File: src/rtl/riscv_div_ctrl_if.sv
// Handshake bundle between the EX stage and the iterative divider.
// master: EX-side driver of operands/controls; slave: divider sequencer.
interface riscv_div_ctrl_if #(
    parameter int WIDTH = 32
);
    logic             enable_i;
    logic [1:0]       operator_i;
    logic [WIDTH-1:0] op_a_i;
    logic [WIDTH-1:0] op_b_i;
    logic             tag_a_i;
    logic             tag_b_i;
    logic             flush_i;
    logic             ex_ready_i;
    logic [WIDTH-1:0] result_o;
    logic             tag_o;
    logic             ready_o;
    logic             busy_o;

    modport master (
        output enable_i, operator_i, op_a_i, op_b_i,
        output tag_a_i, tag_b_i, flush_i, ex_ready_i,
        input  result_o, tag_o, ready_o, busy_o
    );

    modport slave (
        input  enable_i, operator_i, op_a_i, op_b_i,
        input  tag_a_i, tag_b_i, flush_i, ex_ready_i,
        output result_o, tag_o, ready_o, busy_o
    );
endinterface

File: src/rtl/riscv_div_ctrl.sv
// Sequencer for the shared radix-2 restoring divider in EX (DIV/DIVU/REM/REMU).
// Ports: clk, rst_n (async low), div (slave bundle: operands, flush, ex_ready, result, tag, ready, busy).
module riscv_div_ctrl #(
    parameter int WIDTH = 32
) (
    input  logic           clk,
    input  logic           rst_n,
    riscv_div_ctrl_if.slave div
);
    localparam int CNT_W = $clog2(WIDTH);
    localparam logic [WIDTH-1:0] MIN_NEG = {1'b1, {(WIDTH-1){1'b0}}};

    typedef enum logic [1:0] {IDLE, CALC, FINISH} state_t;

    state_t           state_q, state_d;
    logic [CNT_W-1:0] cnt_q, cnt_d;
    logic [WIDTH-1:0] rem_q, rem_d;
    logic [WIDTH-1:0] quo_q, quo_d;
    logic [WIDTH-1:0] dvs_q, dvs_d;
    logic [WIDTH-1:0] result_q, result_d;
    logic             is_rem_q, is_rem_d;
    logic             qneg_q, qneg_d;
    logic             rneg_q, rneg_d;
    logic             tag_q, tag_d;

    logic             start;
    logic             sgn, a_neg, b_neg, div_zero, ovf;
    logic [WIDTH-1:0] a_abs, b_abs;
    logic [WIDTH:0]   trial;
    logic [WIDTH-1:0] rem_n, quo_n;

    // Operand conditioning at start: magnitudes only for signed ops.
    always_comb begin
        sgn      = div.operator_i[0];
        a_neg    = sgn & div.op_a_i[WIDTH-1];
        b_neg    = sgn & div.op_b_i[WIDTH-1];
        a_abs    = a_neg ? (WIDTH'(0) - div.op_a_i) : div.op_a_i;
        b_abs    = b_neg ? (WIDTH'(0) - div.op_b_i) : div.op_b_i;
        div_zero = (div.op_b_i == '0);
        ovf      = sgn & (div.op_a_i == MIN_NEG) & (div.op_b_i == '1);
        start    = (state_q == IDLE) & div.enable_i & ~div.flush_i;
    end

    // One restoring step: the shifted partial remainder is WIDTH+1 bits wide.
    always_comb begin
        trial = {rem_q, quo_q[WIDTH-1]} - {1'b0, dvs_q};
        if (!trial[WIDTH]) begin
            rem_n = trial[WIDTH-1:0];
            quo_n = {quo_q[WIDTH-2:0], 1'b1};
        end else begin
            rem_n = {rem_q[WIDTH-2:0], quo_q[WIDTH-1]};
            quo_n = {quo_q[WIDTH-2:0], 1'b0};
        end
    end

    always_ff @(posedge clk or negedge rst_n) begin
        if (!rst_n) begin
            state_q  <= IDLE;
            cnt_q    <= '0;
            rem_q    <= '0;
            quo_q    <= '0;
            dvs_q    <= '0;
            result_q <= '0;
            is_rem_q <= 1'b0;
            qneg_q   <= 1'b0;
            rneg_q   <= 1'b0;
            tag_q    <= 1'b0;
        end else begin
            state_q  <= state_d;
            cnt_q    <= cnt_d;
            rem_q    <= rem_d;
            quo_q    <= quo_d;
            dvs_q    <= dvs_d;
            result_q <= result_d;
            is_rem_q <= is_rem_d;
            qneg_q   <= qneg_d;
            rneg_q   <= rneg_d;
            tag_q    <= tag_d;
        end
    end

    always_comb begin
        state_d = state_q;
        if (div.flush_i) begin
            state_d = IDLE;
        end else begin
            unique case (state_q)
                IDLE:    if (div.enable_i) state_d = (div_zero | ovf) ? FINISH : CALC;
                CALC:    if (cnt_q == '0) state_d = FINISH;
                FINISH:  if (div.ex_ready_i) state_d = IDLE;
                default: state_d = IDLE;
            endcase
        end
    end

    always_comb begin
        cnt_d    = cnt_q;
        rem_d    = rem_q;
        quo_d    = quo_q;
        dvs_d    = dvs_q;
        result_d = result_q;
        is_rem_d = is_rem_q;
        qneg_d   = qneg_q;
        rneg_d   = rneg_q;
        tag_d    = tag_q;
        if (div.flush_i) begin
            cnt_d    = '0;
            result_d = '0;
            tag_d    = 1'b0;
        end else if (start) begin
            rem_d    = '0;
            quo_d    = a_abs;
            dvs_d    = b_abs;
            is_rem_d = div.operator_i[1];
            qneg_d   = a_neg ^ b_neg;
            rneg_d   = a_neg;
            tag_d    = div.tag_a_i | div.tag_b_i;
            cnt_d    = CNT_W'(WIDTH - 1);
            // Special cases bypass the loop entirely.
            if (div_zero) begin
                result_d = div.operator_i[1] ? div.op_a_i : '1;
            end else if (ovf) begin
                result_d = div.operator_i[1] ? '0 : MIN_NEG;
            end
        end else if (state_q == CALC) begin
            rem_d = rem_n;
            quo_d = quo_n;
            cnt_d = cnt_q - CNT_W'(1);
            if (cnt_q == '0) begin
                cnt_d = '0;
                if (is_rem_q) begin
                    result_d = rneg_q ? (WIDTH'(0) - rem_n) : rem_n;
                end else begin
                    result_d = qneg_q ? (WIDTH'(0) - quo_n) : quo_n;
                end
            end
        end
    end

    always_comb begin
        div.ready_o  = ((state_q == IDLE) & ~div.enable_i) | (state_q == FINISH);
        div.busy_o   = (state_q == CALC) | (state_q == FINISH);
        div.result_o = result_q;
        div.tag_o    = tag_q;
    end
endmodule
File: src/flat_wrapper.sv
// flat-port wrapper written by rule: the top's interface ports become plain ports
module riscv_div_ctrl_flat 
#(
    parameter int WIDTH = 32
)
  (clk, rst_n, div_enable_i, div_operator_i, div_op_a_i, div_op_b_i, div_tag_a_i, div_tag_b_i, div_flush_i, div_ex_ready_i, div_result_o, div_tag_o, div_ready_o, div_busy_o);
  riscv_div_ctrl_if #(.WIDTH(WIDTH)) div_i ();
  input  logic clk;
  input  logic rst_n;
  input wire logic [$bits(div_i.enable_i)-1:0] div_enable_i;
  input wire logic [$bits(div_i.operator_i)-1:0] div_operator_i;
  input wire logic [$bits(div_i.op_a_i)-1:0] div_op_a_i;
  input wire logic [$bits(div_i.op_b_i)-1:0] div_op_b_i;
  input wire logic [$bits(div_i.tag_a_i)-1:0] div_tag_a_i;
  input wire logic [$bits(div_i.tag_b_i)-1:0] div_tag_b_i;
  input wire logic [$bits(div_i.flush_i)-1:0] div_flush_i;
  input wire logic [$bits(div_i.ex_ready_i)-1:0] div_ex_ready_i;
  output wire logic [$bits(div_i.result_o)-1:0] div_result_o;
  output wire logic [$bits(div_i.tag_o)-1:0] div_tag_o;
  output wire logic [$bits(div_i.ready_o)-1:0] div_ready_o;
  output wire logic [$bits(div_i.busy_o)-1:0] div_busy_o;
  assign div_i.enable_i = div_enable_i;
  assign div_i.operator_i = div_operator_i;
  assign div_i.op_a_i = div_op_a_i;
  assign div_i.op_b_i = div_op_b_i;
  assign div_i.tag_a_i = div_tag_a_i;
  assign div_i.tag_b_i = div_tag_b_i;
  assign div_i.flush_i = div_flush_i;
  assign div_i.ex_ready_i = div_ex_ready_i;
  assign div_result_o = div_i.result_o;
  assign div_tag_o = div_i.tag_o;
  assign div_ready_o = div_i.ready_o;
  assign div_busy_o = div_i.busy_o;
  riscv_div_ctrl #(.WIDTH(WIDTH)) u_core (.clk(clk), .rst_n(rst_n), .div(div_i));
endmodule
File: config.mk
export PLATFORM = sky130hd
export DESIGN_NAME = riscv_div_ctrl_flat
export DESIGN_NICKNAME = d
export VERILOG_FILES = /design/src/rtl/riscv_div_ctrl_if.sv /design/src/rtl/riscv_div_ctrl.sv /design/src/flat_wrapper.sv
export SDC_FILE = /design/constraint.sdc
export NUM_CORES = 1
export LEC_CHECK = 0
export CORE_UTILIZATION = 54
export DETAILED_ROUTE_END_ITERATION = 10
export PLACE_DENSITY = 0.74
export SYNTH_ARGS = -nofsm -noshare
export SYNTH_HDL_FRONTEND = slang
export SYNTH_SLANG_ARGS = --single-unit
File: constraint.sdc
create_clock -name clk -period 13.8 [get_ports clk]
set_input_delay 2.07 -clock clk [delete_from_list [all_inputs] [get_ports clk]]
set_output_delay 2.07 -clock clk [all_outputs]
set_load 0.02 [all_outputs]
=== Yosys cells after proc, flatten, opt, wreduce, memory -nomap -nowiden ===
Index checks and enable logic that the tools add are counted.

* Mux-type cells: 31
* Reductions and logical operators: 11
* Bitwise gates (word level): 14
* Equal/unequal tests: 8
* Add/subtract/negate cells: 6

{| class="wikitable"
|+ Operators with widths
! kind !! count
|-
| $mux 32 || 18
|-
| $sub 1x32->32 const A || 4
|-
| $eq 32x32->1 const B || 2
|-
| $sub 33x32->33 || 1
|-
| $logic_not 32->1 || 1
|-
| $mux 5 || 4
|-
| $mux 2 || 5
|-
| $and 1x1->1 || 7
|-
| $ne 3x3->1 const B || 2
|-
| $pmux 2 s3 || 1
|-
| $reduce_and 3->1 || 2
|-
| $reduce_bool 3->1 || 2
|-
| $logic_not 5->1 || 1
|-
| $sub 5x1->5 const B || 1
|-
| $ne 4x4->1 const B || 1
|-
| $or 1x1->1 || 4
|-
| $reduce_and 2->1 || 2
|-
| $reduce_bool 2->1 || 2
|-
| $mux 1 || 3
|-
| $ne 3x2->1 const B || 1
|-
| $eq 2x1->1 const B || 1
|-
| $eq 2x2->1 const B || 1
|-
| $logic_not 2->1 || 1
|-
| $not 1->1 || 2
|-
| $xor 1x1->1 || 1
|}

* Input port bits: 73
* Output and inout bits: 35
* Register bits after elaboration: 139

=== Depth between registers and ports, before layout ===
Gate-level depths: netlist of run 1.

* Depth in word-level cells: 9
* Gate-level depth with buffers: 26
* Mapped depth without buffers: 23

=== Worst setup path before layout of run 1 ===
Ideal clock, no wire load.

* Kind: register to register
* From: reg u_core.quo_q[31]
* To: reg u_core.result_q[26], in the netlist u_core.div.result_o[26]
* Path slack: 8.019 ns
* Cell stages (with the launch flop): 26
* Data required time: 13.734 ns
* Data arrival time: 5.715 ns
* Buffers on the path: 3
* Cell sequence: dfrtp_1 inv_1 ha_1 fa_1 nor2b_1 o21ai_0 a21oi_2 a21oi_1 nor4b_4 nor3_4 inv_2 buf_2 buf_2 buf_2 ha_1 nand2b_1 or3_1 or3_1 or4_1 nand2_1 xnor2_1 nor2_1 or4b_2 mux2i_1 nor2_1 nand2_1

* Word-level cells in the longest chain between the ends: 9

{| class="wikitable"
|+ RTL lines
! item !! line !! text
|-
| from (decl) || riscv_div_ctrl.sv:18 || <nowiki>logic [WIDTH-1:0] quo_q, quo_d;</nowiki>
|-
| from (signal assigned) || riscv_div_ctrl.sv:72 || <nowiki>quo_q <= quo_d;</nowiki>
|-
| $sub 33x32->33 || riscv_div_ctrl.sv:46 || <nowiki>trial = {rem_q, quo_q[WIDTH-1]} - {1'b0, dvs_q};</nowiki>
|-
| $mux 1 / $mux 32 (equally long branches) || riscv_div_ctrl.sv:47 || <nowiki>if (!trial[WIDTH]) begin</nowiki>
|-
| $sub 1x32->32, on equally long branches || riscv_div_ctrl.sv:134, riscv_div_ctrl.sv:132 ||
|-
| $mux 32, on equally long branches || riscv_div_ctrl.sv:134, riscv_div_ctrl.sv:132 ||
|-
| $mux 32 * || riscv_div_ctrl.sv:131 || <nowiki>if (is_rem_q) begin</nowiki>
|-
| $mux 32 * || riscv_div_ctrl.sv:129 || <nowiki>if (cnt_q == '0) begin</nowiki>
|-
| $mux 32 * || riscv_div_ctrl.sv:125 || <nowiki>end else if (state_q == CALC) begin</nowiki>
|-
| $mux 32 * || riscv_div_ctrl.sv:110 || <nowiki>end else if (start) begin</nowiki>
|-
| $mux 32 * || riscv_div_ctrl.sv:106 || <nowiki>if (div.flush_i) begin</nowiki>
|-
| to (signal assigned) || riscv_div_ctrl.sv:74 || <nowiki>result_q <= result_d;</nowiki>
|-
| to (decl) || riscv_div_ctrl.sv:20 || <nowiki>logic [WIDTH-1:0] result_q, result_d;</nowiki>
|}

Mark *: on every way between the ends. The rest lies on a longest branch, timed or not. The select of a mux whose other input is x is not followed.
A chain may end at the register's enable or synchronous reset.

=== Final worst setup path of run 1 ===
Ends and elaborated chain as after synthesis.

==> results of run 1 <==
cells by family after synthesis:
group                      Yosys count  share of synthesized area, %
xor gates and xnor gates           121                          8.76
AOI/OAI and AO/OA                  535                          29.2
and+or+nand+nor                    499                          20.0
muxes                               43                          3.63
DFF                                139                          28.8
adders and majority gates           42                          4.41
buffers and inverters              154                          5.20
final cells by class:
class,instances,area (um^2),area share [%]
clock buffer,17,425,3.08
clock inverter,14,124,0.897
inverter,67,251,1.82
multi-input combinational,1240,8020,58.0
sequential,139,3480,25.2
tap,280,350,2.54
timing repair buffer,120,1170,8.47
report_power, final:
group	internal [uW]	switching [uW]	total [uW]
sequential	525	150	675
combinational	537	934	1470
clock	247	203	450
total	1310	1290	2600
cells in the final DEF (no fill, tap or decap), types with 36 or more instances in the layout:
cell type / netlist / final
clkdlybuf4s50_1: 0 / 106
nor3_1: 42 / 42
nor2_1: 109 / 108
nand2_1: 174 / 174
o21ai_0: 175 / 175
xnor2_1: 65 / 65
mux2i_1: 36 / 36
xor2_1: 56 / 56
o31ai_1: 36 / 36
inv_1: 65 / 65
dfrtp_1: 139 / 139
a21oi_1: 86 / 85
ha_1: 41 / 41
worst min path at each step:
stage | to | cells past startpoint
4_1_cts | u_core.div.result_o[9]$_DFFE_PN0P_ | 2
5_1_grt | u_core.div.result_o[2]$_DFFE_PN0P_ | 2
6_report | u_core.div.result_o[9]$_DFFE_PN0P_ | 2
3_5_place_dp | u_core.div.result_o[9]$_DFFE_PN0P_ | 2
2_1_floorplan | u_core.dvs_q[10]$_DFFE_PN0P_ | 2
3_3_place_gp | u_core.div.result_o[2]$_DFFE_PN0P_ | 2
flip-flops by register name, summed over array words and instances, names as in the netlist:
register,cells
u_core.qneg_q,1
u_core.div.result_o,32
u_core.div.tag_o,1
u_core.is_rem_q,1
u_core.rem_q,32
u_core.state_q,2
u_core.rneg_q,1
u_core.cnt_q,5
u_core.dvs_q,32
u_core.quo_q,32
critical path: stages, from the launching register on:
cell      delay, ns
dfrtp_1        0.35
inv_1          0.10
ha_1           0.23
fa_1           0.45
nor2b_1        0.24
o21ai_0        0.18
a21oi_2        0.29
a21oi_1        0.22
nor4b_4        0.60
nor3_4         0.06
inv_2          0.62
ha_1           0.30
nand2b_1       0.09
or3_1          0.42
or3_1          0.47
or4_1          0.55
nand2_1        0.11
xnor2_1        0.12
nor2_1         0.09
or4b_2         0.66
mux2i_1        0.17
nor2_1         0.06
nand2_1        0.07
metrics by stage:
stage | power, uW | util, % | area [um^2] | worst slack (ns)
2_1_floorplan | 1690 | - | 12100 | 8.02
3_3_place_gp | 2080 | 60.6 | 13300 | 7.57
3_5_place_dp | 2100 | 60.6 | 13300 | 7.41
4_1_cts | 2560 | 63.1 | 13800 | 7.40
5_1_grt | 2760 | 63.1 | 13800 | 6.97
6_report | 2600 | 63.1 | 13800 | 7.28
cell usage after synthesis, drive strengths merged, types with 21 or more instances:
library cell  number
nor3              43
nand3             24
nand4             26
nand2            174
xor2              56
a21oi             89
inv               66
buf               21
o31ai             37
nor2             109
xnor2             65
o21ai            179
dfrtp            139
a22oi             26
o211ai            22
ha                41
mux2i             36
clkbuf            66
metal layers:
metal  part of all wire (%)  GRT usage [%]
met5                      0              0
met2                     45           56.4
met3                    8.7           6.41
met4                    2.3           10.9
met1                     44           53.3
==> metrics.csv, run 1 <==
metric,value,unit
status,finished clean,
clock sink count,139,
syn_area_per_cell,7.89,um^2
Max VDD drop,0.143,mV
Rel. slew slack,17.5,%
Inst Count DP,1846,
root buf cell,clkbuf_16,
HP Start,u_core.div.result_o[9]$_DFFE_PN0P_,
DR vias,12500,
Hold Buf Count CTS,0,
Hold Crit Class,register to register,
CP max FO,45,
P&R area growth vs syn,14.2,%
post-synth top area cell,dfrtp_1,
GRT Overall Usage,37.0,%
net count after synthesis,1648,
"non-filler cells, final",1877,
Worst-Margin Slew,1.23,ns
CP required,14.18,ns
clk_lat worst skew,0.44,ns
Post-synth EDFFs,0,
Final HPWL DP,30600,um
PwrDens,188,mW/mm^2
FILL cells,2019,
initial drt markers,1282,
Final TNS setup,0,ns
Pre-antenna DRT Iters,6,
"Hold Vio Cnt, Final",0,
Synth area leaders,"dfrtp_1, o21ai_0, nand2_1",
Synth Instances,1533,
worst reg2reg startpoint,u_core.quo_q[31]$_DFFE_PN0P_,
mapped cell area,0.0121,mm^2
Final Cycle Share,47.3,%
r2r endpoint,u_core.div.result_o[26]$_DFFE_PN0P_,
initial antenna violation count,0,
Max H-tree Level,4,
number of cells on the worst reg-to-reg path,22,
FF-to-FF setup slack,7.28,ns
RSZ-0062 raised after global routing,no,
Setup-failing EPs final,0,
Diodes inserted,0,
Main synth FF type,dfrtp_1,
Vias per Instance,6.67,
I/O pins,108,
post-synth top area share,28.8,%
Critical Path AT,6.90,ns
worst setup path class,register to register,
max cap viols,0,
post-CTS sizing,0,
residual DRC count,0,
GRT overflow,0,
Wirelength per Cell,22.0,um
setup repair bufs after CTS,0,
CP endpoint kind,register,
"CTS clk-pin slew, worst paths",0.07,ns
I/O Buffers,107,
share of layout cells above drive strength 1,5.20,%
crit start category,register,
"Warnings, synthesis",0,
Cell Rows,54,
CTS buffer count,17,
Setup crit end,u_core.div.result_o[26]$_DFFE_PN0P_,
fmax,153,MHz
Die X,152,um
number of synthesized register bits,139,
crit path from,u_core.quo_q[31]$_DFFE_PN0P_,
pins over their slew limit,0,
Initial Util,55.3,%
die area,0.0230,mm^2
fin nets,1700,
first-pass GRT wire length,65000,um
fin crit period,6.52,ns
vias in the first global route,11500,
synth unique cells,83,
post-route clock skew,0.0120,ns
Post-synth ARST share,100,%
largest net degree at the start of global routing,74,
Final ANT Viol Nets,0,
placer congestion estimate,0.957,
CTS tree,built,
"Seq/Total Area, Yosys",28.8,%
Hold WS,0.469,ns
leakage,0.00565,uW
WL final,41300,um
Die H,152,um
CTS Buffer Depth,2,
Core ar.,0.0219,mm^2
(Power assumes the default switching activity.)
==> run 2: changes to the inputs <==
Clock period 13.8 ns to 6.1 ns, I/O delays scaled along.
==> run 2 against run 1 <==
Clock skew grew 0.0016 ns. Total power grew 130%. Non-clock buffer count grew 7.
==> metrics.csv, run 2 (synthesized netlist as in run 1, its figures left out) <==
metric,value,unit,change
status,finished clean,,
FF-to-FF setup slack,0.51,ns,-6.76 ns
Cell Rows,54,,unchanged
Hold Crit Class,register to register,,
CTS tree,built,,
I/O Buffers,107,,unchanged
residual DRC count,0,,unchanged
max cap viols,0,,unchanged
PwrDens,429,mW/mm^2,+130%
die area,0.0230,mm^2,unchanged
I/O pins,108,,unchanged
Final HPWL DP,31100,um,+1.6%
Wirelength per Cell,22.0,um,about the same
Max VDD drop,0.321,mV,+130%
WL final,41500,um,+0.37%
Vias per Instance,6.67,,about the same
worst setup path class,register to register,,
P&R area growth vs syn,15.3,%,
Pre-antenna DRT Iters,5,,-1
Hold WS,0.477,ns,+0.00868 ns
CP max FO,10,,-78%
"Hold Vio Cnt, Final",0,,unchanged
"CTS clk-pin slew, worst paths",0.07,ns,about the same
FILL cells,1952,,-3.3%
fin crit period,5.59,ns,-0.937 ns
setup repair bufs after CTS,0,,unchanged
Setup-failing EPs final,0,,unchanged
Final TNS setup,0,ns,unchanged
Final ANT Viol Nets,0,,unchanged
largest net degree at the start of global routing,96,,+30%
Core ar.,0.0219,mm^2,unchanged
Hold Buf Count CTS,0,,unchanged
Diodes inserted,0,,unchanged
"commonest non-fill, non-tap cells in the layout","o21ai_0, nand2_1, dfrtp_1",,
GRT Overall Usage,36.8,%,-0.19 points
placer congestion estimate,0.969,,+1.2%
pins over their slew limit,0,,unchanged
Initial Util,55.3,%,unchanged
clk_lat worst skew,0.44,ns,about the same
CP endpoint kind,register,,
CTS buffer count,17,,unchanged
DR vias,12600,,+0.38%
"leading cell type in the layout, fill and taps excluded",o21ai_0,,
Die X,152,um,unchanged
leakage,0.00571,uW,+1.1%
Die H,152,um,unchanged
Tot Pwr,5990,uW,+130%
vias in the first global route,11500,,-0.52%
CP required,6.47,ns,-7.71 ns
Worst-Margin Slew,1.19,ns,-0.0470 ns
initial drt markers,1272,,-0.78%
share of layout cells above drive strength 1,5.73,%,+0.53 points
initial antenna violation count,3,,+3
RSZ-0062 raised after global routing,no,,
Final Cycle Share,91.6,%,+44 points
fin nets,1707,,+0.41%
Rel. slew slack,20.6,%,+3.1 points
first-pass GRT wire length,64700,um,-0.55%
clock sink count,139,,unchanged
GRT overflow,0,,unchanged
root buf cell,clkbuf_16,,
Max H-tree Level,4,,unchanged
post-route clock skew,0.0135,ns,+0.00155 ns
crit start category,register,,
fmax,179,MHz,+17%
Critical Path AT,5.96,ns,-0.94 ns
CTS Buffer Depth,2,,unchanged
-- run 2: cell types whose count changed in the layout (fill, tap and decap cells not counted) --
cell,change
buf_4,+7
clkinv_2,-4
clkinv_4,-3
inv_6,+3
bufinv_16,+2
clkbuf_8,+1
clkinvlp_4,+1
inv_8,+1
o41ai_1,-1
o41ai_2,+1
-- run 2: per-stage QoR --
| stage | utilization (%) | instances | cell area (um^2) | setup slack, ns |
|---|---|---|---|---|
| 2_1_floorplan | - | 1533 | 12100 | 0.319 |
| 3_3_place_gp | 60.8 | 1853 | 13300 | 0.673 |
| 3_5_place_dp | 60.8 | 1853 | 13300 | 0.524 |
| 4_1_cts | 63.7 | 1885 | 13900 | 0.489 |
| 5_1_grt | 63.7 | 1885 | 13900 | 0.164 |
| 6_report | 63.7 | 1885 | 13900 | 0.515 |
-- run 2: power by group --
| group | total, uW | leakage (uW) | switching [uW] | internal [uW] |
|---|---|---|---|---|
| sequential | 1530 | 0.00182 | 338 | 1190 |
| combinational | 3330 | 0.00360 | 2100 | 1230 |
| clock | 1140 | 0.000289 | 472 | 664 |
-- run 2: worst paths after layout --
path	startpoint	endpoint	cells after the start
max	u_core.rem_q[18]$_DFFE_PN0P_	u_core.div.result_o[26]$_DFFE_PN0P_	20
min	u_core.dvs_q[5]$_DFFE_PN0P_	u_core.dvs_q[5]$_DFFE_PN0P_	2
max reg2reg	u_core.rem_q[18]$_DFFE_PN0P_	u_core.div.result_o[26]$_DFFE_PN0P_	20
min reg2reg	u_core.dvs_q[5]$_DFFE_PN0P_	u_core.dvs_q[5]$_DFFE_PN0P_	2
max in group asynchronous	rst_n	u_core.quo_q[0]$_DFFE_PN0P_	2
min in group asynchronous	rst_n	u_core.dvs_q[12]$_DFFE_PN0P_	1
-- run 2: layout make-up --
cell class,count,area (um^2),share of cell area (%)
clock buffers,18,439,3.15
clock inverters,14,183,1.31
inverters,67,251,1.80
multi-input cells,1240,8020,57.5
flip-flops and latches,139,3480,24.9
well taps,280,350,2.51
repair buffers,127,1220,8.76
-- run 2: repair_timing --
action,4_1_cts,5_1_grt
gates resized for setup,0,1
setup endpoints to repair,0,2
endpoints found under the hold margin,0,0
-- run 2: worst max-delay path: stages (launching register included) --
cell and delay [ns]:
dfrtp_1 0.45, ha_1 0.50, nand2_1 0.19, o21a_1 0.26, o31ai_1 0.48, a211o_1 0.22
a221o_1 0.35, nor3_4 0.09, inv_2 0.07, ha_1 0.16, nand2b_1 0.10, or3_1 0.41
or3_1 0.46, or4_1 0.55, nand2_1 0.11, xnor2_1 0.13, nor2_1 0.08, or4b_2 0.65
mux2i_1 0.15, nor2_1 0.06, nand2_1 0.06
-- run 2: layer usage --
metal	share of wire [%]	GRT usage [%]
met5	0.031	0
met4	2.1	10.3
met3	9.0	7.66
met2	45	56.4
met1	44	52.2
